$ cat src/rtl/sar_comparator_search_pkg.sv
// Shared types and constants for the successive-approximation search controller.
package sar_comparator_search_pkg;

  typedef enum logic [1:0] {
    StIdle   = 2'd0,
    StSearch = 2'd1,
    StDone   = 2'd2
  } sar_state_e;

  localparam int unsigned DefaultWidth = 4;
  localparam int unsigned MaxWidth     = 16;

endpackage

$ cat src/rtl/sar_comparator_search.sv
// Successive-approximation controller: drives trial values onto a comparator's B operand
// and recovers the unknown A operand one bit per cycle, MSB first.
module sar_comparator_search
  import sar_comparator_search_pkg::*;
#(
  parameter int unsigned Width = DefaultWidth
) (
  input  logic             clk,
  input  logic             rst_n,
  input  logic             start,
  input  logic             ageqb,
  output logic [Width-1:0] trial,
  output logic             busy,
  output logic             done,
  output logic [Width-1:0] result
);

  if (Width < 2 || Width > MaxWidth) begin : g_width_check
    $error("sar_comparator_search: Width out of range");
  end

  localparam logic [Width-1:0] MaskMsb = {1'b1, {(Width-1){1'b0}}};

  sar_state_e       state_q;
  logic [Width-1:0] acc_q;
  logic [Width-1:0] mask_q;
  logic [Width-1:0] result_q;
  logic             start_ok;
  logic             last_bit;

  // Start is only honoured outside SEARCH; a search cannot be aborted except by reset.
  assign start_ok = (state_q != StSearch) && start;
  assign last_bit = mask_q[0];

  always_ff @(posedge clk or negedge rst_n) begin
    if (!rst_n) begin
      state_q <= StIdle;
    end else begin
      unique case (state_q)
        StIdle:   if (start) state_q <= StSearch;
        StSearch: if (last_bit) state_q <= StDone;
        StDone:   state_q <= start ? StSearch : StIdle;
        default:  state_q <= StIdle;
      endcase
    end
  end

  always_ff @(posedge clk or negedge rst_n) begin
    if (!rst_n) begin
      acc_q    <= '0;
      mask_q   <= '0;
      result_q <= '0;
    end else if (start_ok) begin
      acc_q  <= '0;
      mask_q <= MaskMsb;
    end else if (state_q == StSearch) begin
      if (ageqb) acc_q <= acc_q | mask_q;
      mask_q <= mask_q >> 1;
      if (last_bit) result_q <= ageqb ? (acc_q | mask_q) : acc_q;
    end
  end

  // Trial comes only from registers, so input changes cannot ripple back through the comparator.
  always_comb begin
    trial = result_q;
    if (state_q == StSearch) trial = acc_q | mask_q;
  end

  assign busy   = (state_q == StSearch);
  assign done   = (state_q == StDone);
  assign result = result_q;

endmodule

$ cat config.mk
export PLATFORM = sky130hd
export DESIGN_NAME = sar_comparator_search
export DESIGN_NICKNAME = d
export VERILOG_FILES = /design/src/rtl/sar_comparator_search_pkg.sv /design/src/rtl/sar_comparator_search.sv
export SDC_FILE = /design/constraint.sdc
export NUM_CORES = 1
export LEC_CHECK = 0
export CORE_MARGIN = 8
export CORE_UTILIZATION = 35
export DETAILED_ROUTE_END_ITERATION = 10
export MAX_ROUTING_LAYER = met4
export SLEW_MARGIN = 5
export SYNTH_ARGS = -nofsm -noshare
export SYNTH_HDL_FRONTEND = slang
export SYNTH_SLANG_ARGS = --single-unit
$ cat constraint.sdc
create_clock -name clk -period 1.29 [get_ports clk]
set_clock_uncertainty 0.15 [all_clocks]
set_input_delay 0.258 -clock clk [delete_from_list [all_inputs] [get_ports clk]]
set_output_delay 0.258 -clock clk [all_outputs]
set_load 0.03 [all_outputs]
# ---- Yosys cells after proc, flatten, opt, wreduce, memory -nomap -nowiden
# Cells that the tools add are included.
dict set report word_totals {
  word_cells 26
  out_inout_bits 10
  reg_bits 14
  inputBits 4
}
dict set report classes {
  eq_ne 5
  mux 10
  bitwise 2
  n_reduce_logical 5
}
# operator count
set op_table {}
lappend op_table {{$mux 4} 6}
lappend op_table {{$pmux 2 s3} 1}
lappend op_table {{$mux 2} 2}
lappend op_table {{$ne 2x1->1 const B} 2}
lappend op_table {{$or 4x4->4} 1}
lappend op_table {{$reduce_and 3->1} 1}
lappend op_table {{$eq 2x1->1 const B} 1}
lappend op_table {{$eq 2x2->1 const B} 1}
lappend op_table {{$logic_not 2->1} 1}
lappend op_table {{$ne 2x2->1 const B} 1}
lappend op_table {{$reduce_and 2->1} 1}
lappend op_table {{$reduce_bool 2->1} 1}
lappend op_table {{$logic_and 1x1->1} 1}
lappend op_table {{$mux 1} 1}
lappend op_table {{$not 1->1} 1}

# ---- Longest topological paths before layout
dict set report depth {
  ltp_word 4
  ltp_mapped 5
  depth_no_buf 4
}

# ---- Worst setup path before layout
# No wires, ideal clock.
dict set report synth_timing {
  kind {reg2out}
  startpoint {register state_q[1]}
  endpoint {output port trial[0]}
  stages_incl_launch_ff 6
  arrival_time_ps 1047
  n_path_buf 1
  slack_ps -165
  cell_sequence {dfrtp_1 > nand2b_2 > inv_4 > buf_12 > o21ai_2 > nand2_1}
}
dict set report synth_via {
  elab_chain_cells 2
}
# item line_no
set synth_rtl {}
lappend synth_rtl {{from (decl)} sar_comparator_search.sv:24} ;# sar_state_e state_q;
lappend synth_rtl {{from (signal assigned)} sar_comparator_search.sv:37} ;# state_q <= StIdle;
lappend synth_rtl {{from (signal assigned)} sar_comparator_search.sv:40} ;# StIdle: if (start) state_q <= StSearch;
lappend synth_rtl {{from (signal assigned)} sar_comparator_search.sv:41} ;# StSearch: if (last_bit) state_q <= StDone;
lappend synth_rtl {{$eq 2x1->1} -}
lappend synth_rtl {{via busy} sar_comparator_search.sv:13} ;# output logic busy,
lappend synth_rtl {{$mux 4} sar_comparator_search.sv:66} ;# if (state_q == StSearch) trial = acc_q | mask_q;
lappend synth_rtl {{to (decl)} sar_comparator_search.sv:12} ;# output logic [Width-1:0] trial,
# The timed path passes the listed nets, and every way through them passes these cells.

# ---- Worst setup path after layout
dict set report layout_timing {
  startpoint {register state_q[1]}
  endpoint {output port trial[0]}
}
dict set report layout_via {
  elab_chain_cells 2
}
# item line_no
set layout_rtl {}
lappend layout_rtl {{$eq 2x1->1} sar_comparator_search.sv:66}
lappend layout_rtl {{$mux 4} sar_comparator_search.sv:66}
# Every way passes these cells.

==> results.cfg <==
[worst_setup_path]
cp.required_ps = 880
end_kind = output port
critical_path_peak_fanout = 8
critical-path-slowest-cell = dfrtp_1
crit_type = reg -> out
critical_path_buf_inv_count = 2
critical_path.cell_chain = nand2b_4 > inv_8 > o21ai_2 > nand2_2 > buf_6
critical_path.top_delay_family = flip-flops
critical_path.startpoint_type = register
critical_path_depth = 5
worst_path_largest_cell_delay_ps = 390
reg2regPathDepth = 5
worstPathArrival_ps = 1210

[die]
effective_utilization_at_floorplan = 0.373
core_area_um2 = 1730
die_height_um = 58.9
placementRows = 15
boundaryPins = 14
floorplan.die_area_um2 = 3470
floorplan.die.width_um = 58.9

[synth]
netlist_area_um2 = 644
syn-mean-instance-area_um2 = 9.62
syn_nets = 71
synth.top_cell.area_share = 0.544
fraction_of_the_yosys_area_taken_by_sequential_cells = 0.544
netlist.top_cell.by_area = dfrtp_1
synth.lib_cells_used.distinct = 18
yosysWarnings = 0
synth.area.top_cells = dfrtp_1 54%, nand2_1 10%, a21oi_1 5.4%
ffs_latches_synth = 14
synthesis.instances = 67

[pwr]
power_leakage_uw = 0.000448
net_switching_fraction_of_the_power = 0.457
power_report.internal_total_uw = 1510
power.share.clock = 0.086
switching_power_uw = 1270
power.combinational.fraction = 0.627
pwr_density_cell_nw_per_um2 = 3050
seq_power_share = 0.287
worst_ir_drop_vdd_mv = 1.53

[clocking]
tritoncts.num_buffers = 3
worst_setup_hold_path_clk_slew_ps = 80
cts.path.max_buffers = 2
clk-insertion-delay-late_ps = 270
cts_tree = built
clock_sink_count = 14
htreeDepth = 1
clock_tree.root_cell = clkbuf_4

[status]
outcome = finished, violations left
failed_checks = setup timing

[placed_design]
numPortBuffers = 13
placement.cell_area_um2 = 840
dp_cells = 113
gp_congestion = 0.778
dpl.hpwl_mm = 1.07
pre_cts_slack_ps = -132

[routing]
wire_per_inst_um = 11.8
drt-pass1-iter-count = 4
remaining_drcs = 0
vias_per_cell = 4.59
totalWireLength_mm = 1.37
initialDrtViolationCount = 3
detail-route-antenna-nets = 0
vias = 532

[sta]
rsz0062_at_grt = true
post-route-min-period_ps = 1620
fmax_mhz = 617
report.final.slew_viol_count = 0
final_hold_viol_count = 0
tightestPinTransition_ps = 289
slew_headroom = 0.807
final-setup-viol-count = 6
timing.hold.ws_ps = 137
fin_crit_sh = 1.26
postLayoutSetupSlackWorst_ps = -331

[cells_and_area]
mostFrequentLayoutCells = 14 x nand2_1, 14 x dfrtp_1, 12 x buf_4
multi_input_comb_area_um2 = 277
layout.filler_cells = 175
instances_no_fill = 116
ff_latch_area_um2 = 350
area_growth_syn_to_layout_pct = 41.2
final_layout_size_suffix_gt1_frac = 0.418
fin_nets = 97
fin_area_um2 = 910
num_antenna_cells = 0

[global_route]
via_count_of_the_first_global_routing_pass = 587
gr-max-usage-layer = met2
grt.met2_usage = 0.157
grt_use_met3 = 0.0174
grt_use_total = 0.0996
first_pass_grt_wire_length_mm = 2.53
grt_start_max_net_pins = 15
grt_util_met1 = 0.107
antenna_found_initial = 0
grt-ovfl-total = 0

[run]
drv_cap = 0

[hold_path]
hold_class = in -> async
-- flip-flops by register name, summed over array words and instances (netlist names) --
signal   cells
acc_q        4
result       4
state_q      2
mask_q       4
-- final timing paths --
check / startpoint / slack (ps) / endpoint
min: rst_n / 140 / acc_q[1]
max: state_q[1] / -330 / trial[0]
min in group clk: result[2] / 370 / result[2]
max in group asynchronous: rst_n / 690 / mask_q[1]
min reg2reg: result[2] / 370 / result[2]
max reg2reg: state_q[1] / 20 / acc_q[2]
-- cell type report --
| class | instances | area share |
|---|---|---|
| Clock buffer | 3 | 0.0248 |
| Inverter | 3 | 0.0206 |
| Multi-Input combinational cell | 48 | 0.304 |
| Sequential cell | 14 | 0.385 |
| Tap cell | 25 | 0.0344 |
| Timing Repair Buffer | 23 | 0.231 |
-- kinds of logic after synthesis --
| kind of cell | count (synthesis) | share of synthesized area |
|---|---|---|
| DFF | 14 | 0.544 |
| and+or+nand+nor | 29 | 0.204 |
| buffers and inverters | 5 | 0.0699 |
| AOI/OAI and AO/OA | 19 | 0.183 |
-- per-layer routing --
layer	wire length (um)	part of all wire
met1	626	0.46
met2	651	0.48
met3	63	0.046
met4	27	0.020
met5	0	0
-- metrics by stage --
stage	power (uW)	util	setup TNS (ps)
after floorplan	1880	-	-123
after global placement	2380	0.486	-771
after detailed placement	2400	0.486	-870
after CTS	2780	0.515	-1990
after global routing	3020	0.527	-2540
final	2780	0.527	-1810
-- power by group through the flow --
stage	combinational, uW	clock, uW	sequential, uW
2_1_floorplan	963	0	913
3_3_place_gp	1590	0	792
3_5_place_dp	1600	0	803
4_1_cts	1730	252	794
5_1_grt	1910	280	827
6_report	1740	238	797
-- cell usage after synthesis, drive strengths merged --
master	count
a21oi	8
buf	2
nand2b	1
and2b	1
nor2	5
inv	3
a31oi	2
o21ai	8
o22ai	1
dfrtp	14
nand2	18
nand3	3
nand3b	1
-- repair_timing --
action                     in CTS  in global routing
hold endpoints to repair        0                  0
setup endpoints to repair       8                 14
hold buffers                    0                  0
pin swaps                       0                  0
setup buffers                   0                  0
resized for setup               8                  4
Note: power is estimated with default switching activity, not from simulation.
